[src/rtl/spi_flash_responder_pkg.sv]
// spi_flash_responder_pkg -- opcode, FSM states and counter limits shared by the responder.
// Revision 1.0
`default_nettype none

package spi_flash_responder_pkg;

  localparam int          DEFAULT_ADDR_BITS = 18;
  localparam logic [7:0]  SPI_OP_READ       = 8'h03;

  localparam logic [4:0]  CMD_LAST_BIT      = 5'd7;
  localparam logic [4:0]  ADDR_LAST_BIT     = 5'd23;
  localparam logic [1:0]  FETCH_WAIT        = 2'd2;
  localparam logic [1:0]  SETTLE_DONE       = 2'd3;

  typedef enum logic [2:0] {
    ST_IDLE   = 3'd0,
    ST_CMD    = 3'd1,
    ST_ADDR   = 3'd2,
    ST_DATA   = 3'd3,
    ST_IGNORE = 3'd4
  } state_t;

endpackage

`default_nettype wire

[src/rtl/spi_flash_responder_if.sv]
// spi_flash_responder_if -- SPI pins, memory read port and status flags of the responder.
// Revision 1.0
`default_nettype none

interface spi_flash_responder_if
  import spi_flash_responder_pkg::*;
#(
  parameter int ADDR_BITS = DEFAULT_ADDR_BITS
);

  logic                 spi_cs_n;
  logic                 spi_sclk;
  logic                 spi_mosi;
  logic                 spi_miso;
  logic                 spi_miso_oe;
  logic [ADDR_BITS-1:0] mem_addr;
  logic [7:0]           mem_data;
  logic                 busy;
  logic                 bad_cmd;

  modport slave (
    input  spi_cs_n, spi_sclk, spi_mosi, mem_data,
    output spi_miso, spi_miso_oe, mem_addr, busy, bad_cmd
  );

  modport master (
    output spi_cs_n, spi_sclk, spi_mosi, mem_data,
    input  spi_miso, spi_miso_oe, mem_addr, busy, bad_cmd
  );

endinterface

`default_nettype wire

[src/rtl/spi_flash_responder_sync_edge.sv]
// spi_flash_responder_sync_edge -- 2-flop synchronizer plus a third flop for edge pulses.
// Revision 1.0
`default_nettype none

module spi_flash_responder_sync_edge
  import spi_flash_responder_pkg::*;
#(
  parameter logic RESET_VAL = 1'b0
) (
  input  logic clk,
  input  logic rst_n,
  input  logic din,
  output logic level,
  output logic rise,
  output logic fall
);

  logic meta;
  logic sync;
  logic prev;

  always_ff @(posedge clk) begin
    if (!rst_n) begin
      meta <= RESET_VAL;
      sync <= RESET_VAL;
      prev <= RESET_VAL;
    end else begin
      meta <= din;
      sync <= meta;
      prev <= sync;
    end
  end

  assign level = sync;
  assign rise  = sync & ~prev;
  assign fall  = ~sync & prev;

endmodule

`default_nettype wire

[src/rtl/spi_flash_responder.sv]
// spi_flash_responder -- mode-0 SPI flash READ responder serving bytes from an external memory.
// Revision 1.0
`default_nettype none

module spi_flash_responder
  import spi_flash_responder_pkg::*;
#(
  parameter int         ADDR_BITS = DEFAULT_ADDR_BITS,
  parameter logic [7:0] READ_OP   = SPI_OP_READ
) (
  input  logic                   clk,
  input  logic                   rst_n,
  spi_flash_responder_if.slave   bus
);

  logic cs_n_s, cs_rise, cs_fall;
  logic sclk_s, sclk_rise, sclk_fall;
  logic mosi_s, mosi_rise, mosi_fall;
  logic unused_edges;

  spi_flash_responder_sync_edge #(.RESET_VAL(1'b1)) u_sync_cs (
    .clk(clk), .rst_n(rst_n), .din(bus.spi_cs_n),
    .level(cs_n_s), .rise(cs_rise), .fall(cs_fall)
  );
  spi_flash_responder_sync_edge #(.RESET_VAL(1'b0)) u_sync_sclk (
    .clk(clk), .rst_n(rst_n), .din(bus.spi_sclk),
    .level(sclk_s), .rise(sclk_rise), .fall(sclk_fall)
  );
  spi_flash_responder_sync_edge #(.RESET_VAL(1'b0)) u_sync_mosi (
    .clk(clk), .rst_n(rst_n), .din(bus.spi_mosi),
    .level(mosi_s), .rise(mosi_rise), .fall(mosi_fall)
  );
  assign unused_edges = ^{sclk_s, mosi_rise, mosi_fall};

  state_t                 state, state_nxt;
  logic [1:0]             settle_cnt;
  logic [4:0]             bit_cnt;
  logic [6:0]             cmd_sr;
  logic [ADDR_BITS-2:0]   addr_sr;
  logic [2:0]             bit_idx;
  logic [1:0]             fetch_cnt;
  logic [7:0]             tx_byte;
  logic                   miso, miso_oe, bad_cmd;
  logic [ADDR_BITS-1:0]   mem_addr;

  logic [7:0]             cmd_next;
  logic [ADDR_BITS-1:0]   addr_next;
  logic                   frame_start;

  assign cmd_next  = {cmd_sr, mosi_s};
  assign addr_next = {addr_sr, mosi_s};
  // The cs fall that the sync pipeline produces while refilling after reset is not a real frame
  assign frame_start = cs_fall & (settle_cnt == SETTLE_DONE);

  always_ff @(posedge clk) begin
    if (!rst_n) state <= ST_IDLE;
    else        state <= state_nxt;
  end

  always_comb begin
    state_nxt = state;
    if (cs_rise) begin
      state_nxt = ST_IDLE;
    end else begin
      case (state)
        ST_IDLE: if (frame_start) state_nxt = ST_CMD;
        ST_CMD:  if (sclk_rise && bit_cnt == CMD_LAST_BIT)
                   state_nxt = (cmd_next == READ_OP) ? ST_ADDR : ST_IGNORE;
        ST_ADDR: if (sclk_rise && bit_cnt == ADDR_LAST_BIT) state_nxt = ST_DATA;
        default: state_nxt = state;
      endcase
    end
  end

  always_ff @(posedge clk) begin
    if (!rst_n) begin
      settle_cnt <= '0;
      bit_cnt    <= '0;
      cmd_sr     <= '0;
      addr_sr    <= '0;
      bit_idx    <= '0;
      fetch_cnt  <= '0;
      tx_byte    <= '0;
      miso       <= 1'b0;
      miso_oe    <= 1'b0;
      mem_addr   <= '0;
      bad_cmd    <= 1'b0;
    end else begin
      if (settle_cnt != SETTLE_DONE) settle_cnt <= settle_cnt + 2'd1;
      if (cs_rise) begin
        bit_cnt   <= '0;
        cmd_sr    <= '0;
        addr_sr   <= '0;
        bit_idx   <= '0;
        fetch_cnt <= '0;
        tx_byte   <= '0;
        miso      <= 1'b0;
        miso_oe   <= 1'b0;
      end else begin
        case (state)
          ST_IDLE: if (frame_start) begin
            bit_cnt <= '0;
            cmd_sr  <= '0;
            addr_sr <= '0;
          end
          ST_CMD: if (sclk_rise) begin
            cmd_sr <= cmd_next[6:0];
            if (bit_cnt == CMD_LAST_BIT) begin
              bit_cnt <= '0;
              if (cmd_next != READ_OP) bad_cmd <= 1'b1;
            end else begin
              bit_cnt <= bit_cnt + 5'd1;
            end
          end
          ST_ADDR: if (sclk_rise) begin
            addr_sr <= addr_next[ADDR_BITS-2:0];
            if (bit_cnt == ADDR_LAST_BIT) begin
              bit_cnt   <= '0;
              mem_addr  <= addr_next;
              bit_idx   <= 3'd7;
              fetch_cnt <= FETCH_WAIT;
              miso_oe   <= 1'b1;
            end else begin
              bit_cnt <= bit_cnt + 5'd1;
            end
          end
          ST_DATA: begin
            // Memory answers one clk after mem_addr moves; capture on the clk after that
            if (fetch_cnt != 2'd0) begin
              fetch_cnt <= fetch_cnt - 2'd1;
              if (fetch_cnt == 2'd1) tx_byte <= bus.mem_data;
            end
            if (sclk_fall) begin
              miso <= tx_byte[bit_idx];
              if (bit_idx == 3'd0) begin
                bit_idx   <= 3'd7;
                mem_addr  <= mem_addr + ADDR_BITS'(1);
                fetch_cnt <= FETCH_WAIT;
              end else begin
                bit_idx <= bit_idx - 3'd1;
              end
            end
          end
          default: ;
        endcase
      end
    end
  end

  assign bus.spi_miso    = miso;
  assign bus.spi_miso_oe = miso_oe;
  assign bus.mem_addr    = mem_addr;
  assign bus.busy        = ~cs_n_s;
  assign bus.bad_cmd     = bad_cmd;

endmodule

`default_nettype wire

[src/flat_wrapper.sv]
// flat-port wrapper written by rule: the top's interface ports become plain ports
module spi_flash_responder_flat import spi_flash_responder_pkg::*;
#(
  parameter int         ADDR_BITS = DEFAULT_ADDR_BITS,
  parameter logic [7:0] READ_OP   = SPI_OP_READ
)
  (clk, rst_n, bus_spi_cs_n, bus_spi_sclk, bus_spi_mosi, bus_mem_data, bus_spi_miso, bus_spi_miso_oe, bus_mem_addr, bus_busy, bus_bad_cmd);
  spi_flash_responder_if #(.ADDR_BITS(ADDR_BITS)) bus_i ();
  input  logic clk;
  input  logic rst_n;
  input wire logic [$bits(bus_i.spi_cs_n)-1:0] bus_spi_cs_n;
  input wire logic [$bits(bus_i.spi_sclk)-1:0] bus_spi_sclk;
  input wire logic [$bits(bus_i.spi_mosi)-1:0] bus_spi_mosi;
  input wire logic [$bits(bus_i.mem_data)-1:0] bus_mem_data;
  output wire logic [$bits(bus_i.spi_miso)-1:0] bus_spi_miso;
  output wire logic [$bits(bus_i.spi_miso_oe)-1:0] bus_spi_miso_oe;
  output wire logic [$bits(bus_i.mem_addr)-1:0] bus_mem_addr;
  output wire logic [$bits(bus_i.busy)-1:0] bus_busy;
  output wire logic [$bits(bus_i.bad_cmd)-1:0] bus_bad_cmd;
  assign bus_i.spi_cs_n = bus_spi_cs_n;
  assign bus_i.spi_sclk = bus_spi_sclk;
  assign bus_i.spi_mosi = bus_spi_mosi;
  assign bus_i.mem_data = bus_mem_data;
  assign bus_spi_miso = bus_i.spi_miso;
  assign bus_spi_miso_oe = bus_i.spi_miso_oe;
  assign bus_mem_addr = bus_i.mem_addr;
  assign bus_busy = bus_i.busy;
  assign bus_bad_cmd = bus_i.bad_cmd;
  spi_flash_responder #(.ADDR_BITS(ADDR_BITS), .READ_OP(READ_OP)) u_core (.clk(clk), .rst_n(rst_n), .bus(bus_i));
endmodule
[config.mk]
export PLATFORM = sky130hd
export DESIGN_NAME = spi_flash_responder_flat
export DESIGN_NICKNAME = d
export VERILOG_FILES = /design/src/rtl/spi_flash_responder_pkg.sv /design/src/rtl/spi_flash_responder_if.sv /design/src/rtl/spi_flash_responder_sync_edge.sv /design/src/rtl/spi_flash_responder.sv /design/src/flat_wrapper.sv
export SDC_FILE = /design/constraint.sdc
export NUM_CORES = 1
export LEC_CHECK = 0
export BUFFER_PORTS_ARGS = -buffer_cell sky130_fd_sc_hd__buf_4
export CORE_AREA = 3 3 91 93
export CTS_CLUSTER_DIAMETER = 150
export DETAILED_ROUTE_END_ITERATION = 16
export DIE_AREA = 0 0 94 96
export PLACE_DENSITY = 0.66
export SLEW_MARGIN = 20
export SYNTH_ARGS = -nofsm -noshare
export SYNTH_HDL_FRONTEND = slang
export SYNTH_HIERARCHICAL = 1
export SYNTH_SLANG_ARGS = --single-unit
[constraint.sdc]
create_clock -name clk -period 2.25 [get_ports clk]
set_clock_uncertainty 0.2 [all_clocks]
set_input_delay 0.45 -clock clk [delete_from_list [all_inputs] [get_ports clk]]
set_output_delay 0.45 -clock clk [all_outputs]
set_load 0.02 [all_outputs]
Word level (Yosys, flattened, before mapping)
Cells that the tools add are included.
{"block": "totals", "regBits": 76, "latchBits": 0, "ram_bits": 0, "mem_bits_ro": 0, "in_bits": 13, "out_inout_bits": 22, "elab_cells": 111, "n_memories": 0}
{"block": "op_classes", "n_addsub": 5, "n_mul": 0, "n_div": 0, "magnitude_cmp": 1, "n_eq_ne": 18, "shifts": 0, "mux": 35, "bitwise_logic": 11, "reduce_logical": 21}
{"op": "18-bit 2-to-1 mux", "n": 4}
{"op": "18-bit case mux with 2 select lines", "n": 1}
{"op": "17-bit 2-to-1 mux", "n": 2}
{"op": "17-bit case mux with 2 select lines", "n": 1}
{"op": "5-bit 2-to-1 mux", "n": 5}
{"op": "3-bit 2-to-1 mux", "n": 8}
{"op": "18-bit by 1-bit adder with 18-bit output (second input constant)", "n": 1}
{"op": "2-bit by 1-bit != test with 1-bit output (second input constant)", "n": 8}
{"op": "5-bit case mux with 3 select lines", "n": 1}
{"op": "3-bit AND reduction", "n": 5}
{"op": "7-bit 2-to-1 mux", "n": 2}
{"op": "7-bit case mux with 2 select lines", "n": 1}
{"op": "4-bit AND reduction", "n": 3}
{"op": "2-bit 2-to-1 mux", "n": 5}
{"op": "3-bit case mux with 3 select lines", "n": 1}
{"op": "8-bit by 2-bit == test with 1-bit output (second input constant)", "n": 1}
{"op": "8-bit by 2-bit != test with 1-bit output (second input constant)", "n": 1}
{"op": "2-bit nonzero test", "n": 4}
{"op": "3-bit by 2-bit == test with 1-bit output (second input constant)", "n": 2}
{"op": "3-bit zero test", "n": 2}
{"op": "1-bit inverter", "n": 6}
{"op": "3-bit case mux with 2 select lines", "n": 1}
{"op": "6-bit AND reduction", "n": 1}
{"op": "5-bit by 1-bit adder with 5-bit output (second input constant)", "n": 1}
{"op": "19 further kinds", "n": 24}

Longest topological paths before layout
Gate-level depths: netlist (run 1).
{"block": "logic_depth", "depth_word": 5, "mapped_depth": 8, "depth_no_buf": 7}

Cells and area by module
The synthesis (run 1) kept the hierarchy.
{"module": "spi_flash_responder", "n_inst": 1, "cells_each": 379, "area_each_um2": 3200.6, "seq_area_each_um2": 1361.3}
{"module": "spi_flash_responder_sync_edge", "n_inst": 3, "cells_each": 8, "area_each_um2": 91.3, "seq_area_each_um2": 60.1}

Worst setup path before layout (run 1)
No wires, ideal clock.
{"block": "synth_timing", "kind": "reg2reg", "from": "register u_core.bit_cnt[0]", "to": "register u_core.mem_addr[13] (netlist: u_core/bus.mem_addr[13])", "setup_time_ps": 119, "arrival_ps": 1819, "t_required_ps": 1931, "setup_slack_ps": 112, "stages_incl_launch_ff": 7, "path_buffers": 1, "synth_period_minus_slack_ps": 2138, "cell_sequence": "dfxtp_1 ha_1 and4b_1 a21oi_2 or4_1 buf_2 o221a_2"}
{"block": "synth_between", "elab_chain_cells": 3}
{"element": "start, declared", "line": "spi_flash_responder.sv:37", "source": "logic [4:0] bit_cnt;"}
{"element": "start signal, assigned", "line": "spi_flash_responder.sv:112", "source": "bit_cnt <= bit_cnt + 5'd1;"}
{"element": "start signal, assigned", "line": "spi_flash_responder.sv:124", "source": "bit_cnt <= bit_cnt + 5'd1;"}
{"element": "5-bit == test", "line": "spi_flash_responder.sv:117", "source": "if (bit_cnt == ADDR_LAST_BIT) begin"}
{"element": "2-bit by 1-bit != test with 1-bit output (no line)"}
{"element": "6-bit AND reduction (no line)"}
{"element": "end signal, assigned", "line": "spi_flash_responder.sv:119", "source": "mem_addr <= addr_next;"}
{"element": "end signal, assigned", "line": "spi_flash_responder.sv:137", "source": "mem_addr <= mem_addr + ADDR_BITS'(1);"}
{"element": "end, declared", "line": "spi_flash_responder.sv:44", "source": "logic [ADDR_BITS-1:0] mem_addr;"}
Every way passes these cells.
A chain may end at the register's enable or synchronous reset.

Worst setup path in the final report (run 1)
{"block": "layout_timing", "from": "register u_core.bit_cnt[0]", "to": "register u_core.mem_addr[0] (netlist: u_core/bus.mem_addr[0])"}
Same word-level chain as after synthesis.

==> impl_results.md, run 1 <==
* ANT cells at 0
* Clock tree sinks at 76
* Die ar. at ~9000 um^2
* Final Max Slew Viols at 0
* Drc violations at 0
* Vias in the first global route at approximately 2800
* Fin Setup TNS at 0 ns
* Gate Count Post-Synth at between 300 and 400
* Clk pin slew, worst setup/hold paths at approximately 0.080 ns
* 1st-iter DRT viols at around 100
* Worst hold path class: in2reg
* Max cap viols at 0
* Nets at approximately 470
* Clk root buf: clkbuf_8
* CTS tree: yes
* Count of endpoints failing setup in the final report at 0
* RSZ-0062 raised after global routing: no
* Min-delay src: bus_spi_cs_n
* Core area at roughly 7600 um^2
* Row count at 32
* R2R Path Start: u_core/bit_cnt[0]
* Hpwl dp at between 5 and 6 mm
* Fin crit share at 0.9583
* Reg2reg setup slack at roughly 0.094 ns
* Avg WL per Cell at ~14 um
* WS Path Type: reg2reg
* Worst VDD drop at between 0.5 and 0.6 mV
* Worst r2r dst: u_core/bus.mem_addr[0]
* GPL Wtd Cong at roughly 0.83
* CP arrival at ~2.2 ns
* First-pass GRT wire length at between 10 and 15 mm
* Final hold vios at 0
* Outcome: finished clean
* Syn_nets at roughly 420
* Share of cells above drive strength 1 at 0.2066
* Crit end category: register
* Worst hold path depth at 2
* Most frequent cells in the layout: 74 x dfxtp_1, 62 x nor2_1, 61 x buf_4, 31 x nand2_1, 27 x a21oi_1
* WP data required at between 2 and 2.5 ns
* Worst Hold End: u_core/u_sync_cs/meta
* Util after Layout at 0.5470
* WL final at 7.816 mm
* Actual slew at the worst max-slew pin at around 0.42 ns
* Startpoint Class: register
* Final worst path period need at between 2 and 2.5 ns
* Avg Cell Area, Syn at about 8.6 um^2
* Pre-antenna DRT Iters at 6
* Initial Util at 0.4516
* Commonest non-fill, non-tap cell in the layout: dfxtp_1
* Total number of vias at slightly above 3000
* Fmax at about 460 MHz
* Ports at 35
* H-tree depth at 3
* DRT antenna net count at 0
* CTS Buffer Depth at 2
* Grt ovf at 0
* Max FO, Critical Path at 21
* Chip width at ~94 um
* Largest net degree at the start of global routing at 39
* Post-Layout Cell Count at around 560
* Initial antenna violation count at 0
* Slew HR at 0.7178
* YS warnings at 6
* Power Density at slightly below 600 nW/um^2
* Die height at approximately 96 um
* Post-Place Cells at 540
* Clock Latency Late Sink at 0.36 ns
* Area Growth Syn to Fin at 21.12%
* Clock buffer count from CTS at 9
* Cell area after synthesis at 3436 um^2
* Worst hold slack at roughly 0.085 ns
* Via density at roughly 5.5
* Cells on worst reg2reg path at 7
* Leakage at between 1.5 and 2 nW
* GRT Overall Usage at 0.1822
* # port buffers at 34
[cell type report]
type	instances	area [um^2]
clock buffer	10	127.6
tap	102	127.6
fill	742	3446
inverter	10	37.54
multi-input combinational	291	1803
timing repair buffer	62	478.0
clock inverter	6	63.81
sequential	76	1524
[critical path, cell delays in order, from the launching register on]
cell and delay, ns:
dfxtp_2 0.33, ha_2 0.16, and4b_1 0.22, a21oi_2 0.07, or4_4 0.50, buf_12 0.17
or3_1 0.30, a31oi_1 0.12
[power breakdown]
part / switching [mW] / internal, mW / leakage (nW) / total [mW]
logic: 0.0511 / 0.0403 / 0.866 / 0.0914
clock network: 0.510 / 0.512 / 0.0927 / 1.02
registers: 0.00819 / 1.36 / 0.615 / 1.37
total: 0.569 / 1.91 / 1.57 / 2.48
[through the flow]
step / total power [mW] / cell area (um^2) / worst slack [ns]
after CTS: 2.507 / 4125 / 0.001824
after detailed placement: 1.491 / 3930 / 0.004741
final: 2.480 / 4161 / 0.09393
after global placement: 1.487 / 3930 / 0.01979
after floorplan: 1.450 / 3436 / 0.1119
after global routing: 2.576 / 4161 / 0.01953
[flip-flops by register name, indices dropped and copies added, names as in the netlist, 2 cells and up]
register             count
u_core/addr_sr          17
u_core/bit_cnt           5
u_core/bit_idx           3
u_core/bus.mem_addr     18
u_core/cmd_sr            7
u_core/fetch_cnt         2
u_core/settle_cnt        2
u_core/state             3
u_core/tx_byte           8
[layer usage]
metal  vias to the layer above  share of wire  wire, um  track usage
met5                         -              0         0            0
met4                         0         0.0063        49      0.05054
met3                         6          0.048       372      0.04926
met2                        58           0.48      3716       0.2992
met1                      1461           0.47      3677       0.2368
li1                       1547              -         -            -
[what timing repair did]
action | CTS | global route
hold buffers | 0 | 0
pin swaps | 0 | 1
endpoints found under the setup margin | 1 | 4
buffers inserted | 0 | 1
resized for setup | 1 | 8
[worst max path at each step]
stage                 startpoint                 endpoint  slack (ns)  cells after the start
2_1_floorplan  u_core/bit_cnt[0]  u_core/bus.mem_addr[13]        0.11                      6
3_3_place_gp   u_core/bit_cnt[1]   u_core/bus.mem_addr[0]        0.02                      7
3_5_place_dp   u_core/bit_cnt[1]   u_core/bus.mem_addr[0]       0.005                      7
4_1_cts        u_core/bit_cnt[1]   u_core/bus.mem_addr[0]       0.002                      7
5_1_grt        u_core/bit_cnt[0]   u_core/bus.mem_addr[0]        0.02                      7
6_report       u_core/bit_cnt[0]   u_core/bus.mem_addr[0]        0.09                      7
(Power assumes the default switching activity.)
==> run 2, diff against run 1 <==
CTS_BUF_LIST = sky130_fd_sc_hd__clkbuf_4   (was not set)
==> run 2 against run 1 <==
  * Core utilization about the same
  * Clock power decreased by 18%
  * Sequential power about the same
  * Combinational power rose by 4.6%
  * Total power is 7.1% lower
  * Non-clock buffer count grew 4
  * Sequential cell count did not move
  * Via count about the same
  * Final area hardly changed
  * Final cell count rose by 0.72%
  * Register-to-register slack worse by 0.06 ns
  * Global-route usage increased by 0.30 points
==> impl_results.md, run 2 (synthesis gave the netlist of run 1 again) <==
* Outcome: finished clean
* Area Growth Syn to Fin at 21.19% (about the same)
* Count of endpoints failing setup in the final report at 0 (unchanged)
* CP arrival at 2.38 ns (+0.15 ns)
* Vias in the first global route at 2820 (+1.7%)
* Leakage at 1.590 nW (+1.1%)
* WS Path Type: reg2reg
* Crit. Startpoint: u_core/bit_cnt[0]
* DRT antenna net count at 0 (unchanged)
* WP depth at 7 (unchanged)
* Setup ws final at 0.03311 ns (-0.06081 ns)
* CP max-delay cell: or4_4
* Design Area, Final at 4164 um^2 (about the same)
* Startpoint Class: register
* Nets at 472 (+0.85%)
* Cells on worst reg2reg path at 7 (unchanged)
* Fmax at 451.1 MHz (-2.7%)
* Chip width at 94 um (unchanged)
* CTS Buffer Depth at 2 (unchanged)
* Grt ovf at 0 (unchanged)
* Worst hold path class: in2reg
* RSZ-0062 raised after global routing: yes
* Power Density at 553.6 nW/um^2 (-7.1%)
* WL final at 7.915 mm (+1.3%)
* Top delay family on crit path: simple AND/OR/NAND/NOR gates
* Initial antenna violation count at 0 (unchanged)
* Initial Util at 0.4516 (unchanged)
* Reg2reg setup slack at 0.03 ns (-0.06 ns)
* Final Max Slew Viols at 0 (unchanged)
* Crit-path cells: ha_1 > and4b_1 > a21oi_2 > or4_4 > buf_8 > or3_1 > a31oi_1
* Worst VDD drop at 0.3912 mV (-28%)
* Most frequent cells in the layout: 74 x dfxtp_1, 62 x nor2_1, 61 x buf_4, 31 x nand2_1, 27 x a21oi_1
* Crit end category: register
* 1st-iter DRT viols at 110 (+8.9%)
* Core area at 7607 um^2 (unchanged)
* ANT cells at 0 (unchanged)
* Hpwl dp at 5.403 mm (unchanged)
* CP bufs+invs at 1 (unchanged)
* Clock tree sinks at 76 (unchanged)
* Clock buffer count from CTS at 9 (unchanged)
* R2R Path Start: u_core/bit_cnt[0]
* Row count at 32 (unchanged)
* Actual slew at the worst max-slew pin at 0.4246 ns (+0.001678 ns)
* Final hold vios at 0 (unchanged)
* Max FFs per register at 18 (unchanged)
* Commonest non-fill, non-tap cell in the layout: dfxtp_1
* Worst setup endpoint: u_core/bus.mem_addr[0]
* GPL Wtd Cong at 0.8291 (unchanged)
* Via density at 5.471 (-0.81%)
* CTS tree: yes
* H-tree depth at 3 (unchanged)
* Max FO, Critical Path at 11 (-48%)
* Drc violations at 0 (unchanged)
* Area occupied by multi-input gates at 1800 um^2 (-0.14%)
* Worst path max stage delay at 0.51 ns (about the same)
* Die height at 96 um (unchanged)
* Clock Latency Late Sink at 0.45 ns (+0.09 ns)
* DP Area at 3930 um^2 (unchanged)
* # port buffers at 34 (unchanged)
* Dpl ws at 0.004741 ns (unchanged)
* Total number of vias at 3069 (-0.098%)
* Clk pin slew, worst setup/hold paths at 0.12 ns (+0.04 ns)
* GRT Overall Usage at 0.1852 (+0.002987)
* Final worst path period need at 2.217 ns (+0.06081 ns)
* Pre-antenna DRT Iters at 5 (-1)
* Avg WL per Cell at 14.11 um (+0.54%)
* WP data required at 2.41 ns (+0.09 ns)
* Clk root buf: clkbuf_4
* Fin Setup TNS at 0 ns (unchanged)
* Biggest register: u_core/bus.mem_addr
* FF+latch area at 1524 um^2 (unchanged)
* Fin crit share at 0.9853 (+0.02703)
* Util after Layout at 0.5474 (about the same)
* First-pass GRT wire length at 13.27 mm (+1.5%)
* Slew HR at 0.7166 (-0.001120)
* Worst r2r dst: u_core/bus.mem_addr[0]
* FILL cells at 739 (-0.40%)
* Max cap viols at 0 (unchanged)
* Ports at 35 (unchanged)
* Largest net degree at the start of global routing at 39 (unchanged)
* Die ar. at 9024 um^2 (unchanged)
* Largest registers: u_core/bus.mem_addr (18), u_core/addr_sr (17), u_core/tx_byte (8)
* Share of cells above drive strength 1 at 0.2070 (+0.0003783)
run 2: how the worst min path moves through the flow:
stage	cells after the start	startpoint	slack [ns]	to
global route	3	bus_mem_data[1]	0.02	u_core/tx_byte[1]
global placement	1	u_core/u_sync_cs/meta	0.20	u_core/u_sync_cs/level
detailed placement	1	u_core/u_sync_cs/meta	0.20	u_core/u_sync_cs/level
finish	3	bus_mem_data[1]	0.04	u_core/tx_byte[1]
floorplan	1	u_core/u_sync_cs/meta	0.19	u_core/u_sync_cs/level
CTS	3	bus_mem_data[1]	0.01	u_core/tx_byte[1]
run 2: layout make-up:
type                       instances  area share
inverter                          10    0.009014
tap                              102     0.03065
timing repair buffer              66      0.1286
clock inverter                     6     0.01532
clock buffer                      10     0.01803
sequential                        76      0.3660
multi-input combinational        291      0.4324
run 2: worst reg2reg max path, delay by kind of cell (launching register included):
kind | cells | cell delay [ns]
AO/OA/AOI/OAI | 2 | 0.23
adder cells (fa/ha/maj) | 1 | 0.15
buffers and inverters | 1 | 0.17
flip-flops | 1 | 0.35
AND/OR/NAND/NOR | 3 | 1.05
run 2: repair_timing:
item | 4_1_cts | 5_1_grt
cloned | 1 | 0
resized for setup | 4 | 3
buffers inserted | 0 | 1
endpoints found under the setup margin | 1 | 5
hold endpoints to repair | 3 | 0
hold buffers | 3 | 0
run 2: per-stage QoR:
stage / hold slack, ns / std cells / power (mW)
final: 0.03921 / 561 / 2.305
after global routing: 0.01747 / 561 / 2.399
after CTS: 0.01440 / 560 / 2.331
after detailed placement: 0.1956 / 540 / 1.491
after global placement: 0.1975 / 540 / 1.487
after floorplan: 0.1863 / 399 / 1.450
run 2: layer usage:
metal,global-route usage,share of wire,vias up
met5,0,0,-
met4,0.05054,0.013,0
met3,0.05473,0.050,13
met2,0.2975,0.47,68
met1,0.2436,0.47,1435
li1,-,-,1553
run 2: power breakdown:
| group | total, mW | switching (mW) | leakage (nW) | internal (mW) |
|---|---|---|---|---|
| Combinational | 0.0956 | 0.0520 | 0.903 | 0.0436 |
| Sequential | 1.37 | 0.00820 | 0.615 | 1.36 |
| Clock | 0.841 | 0.491 | 0.0728 | 0.351 |
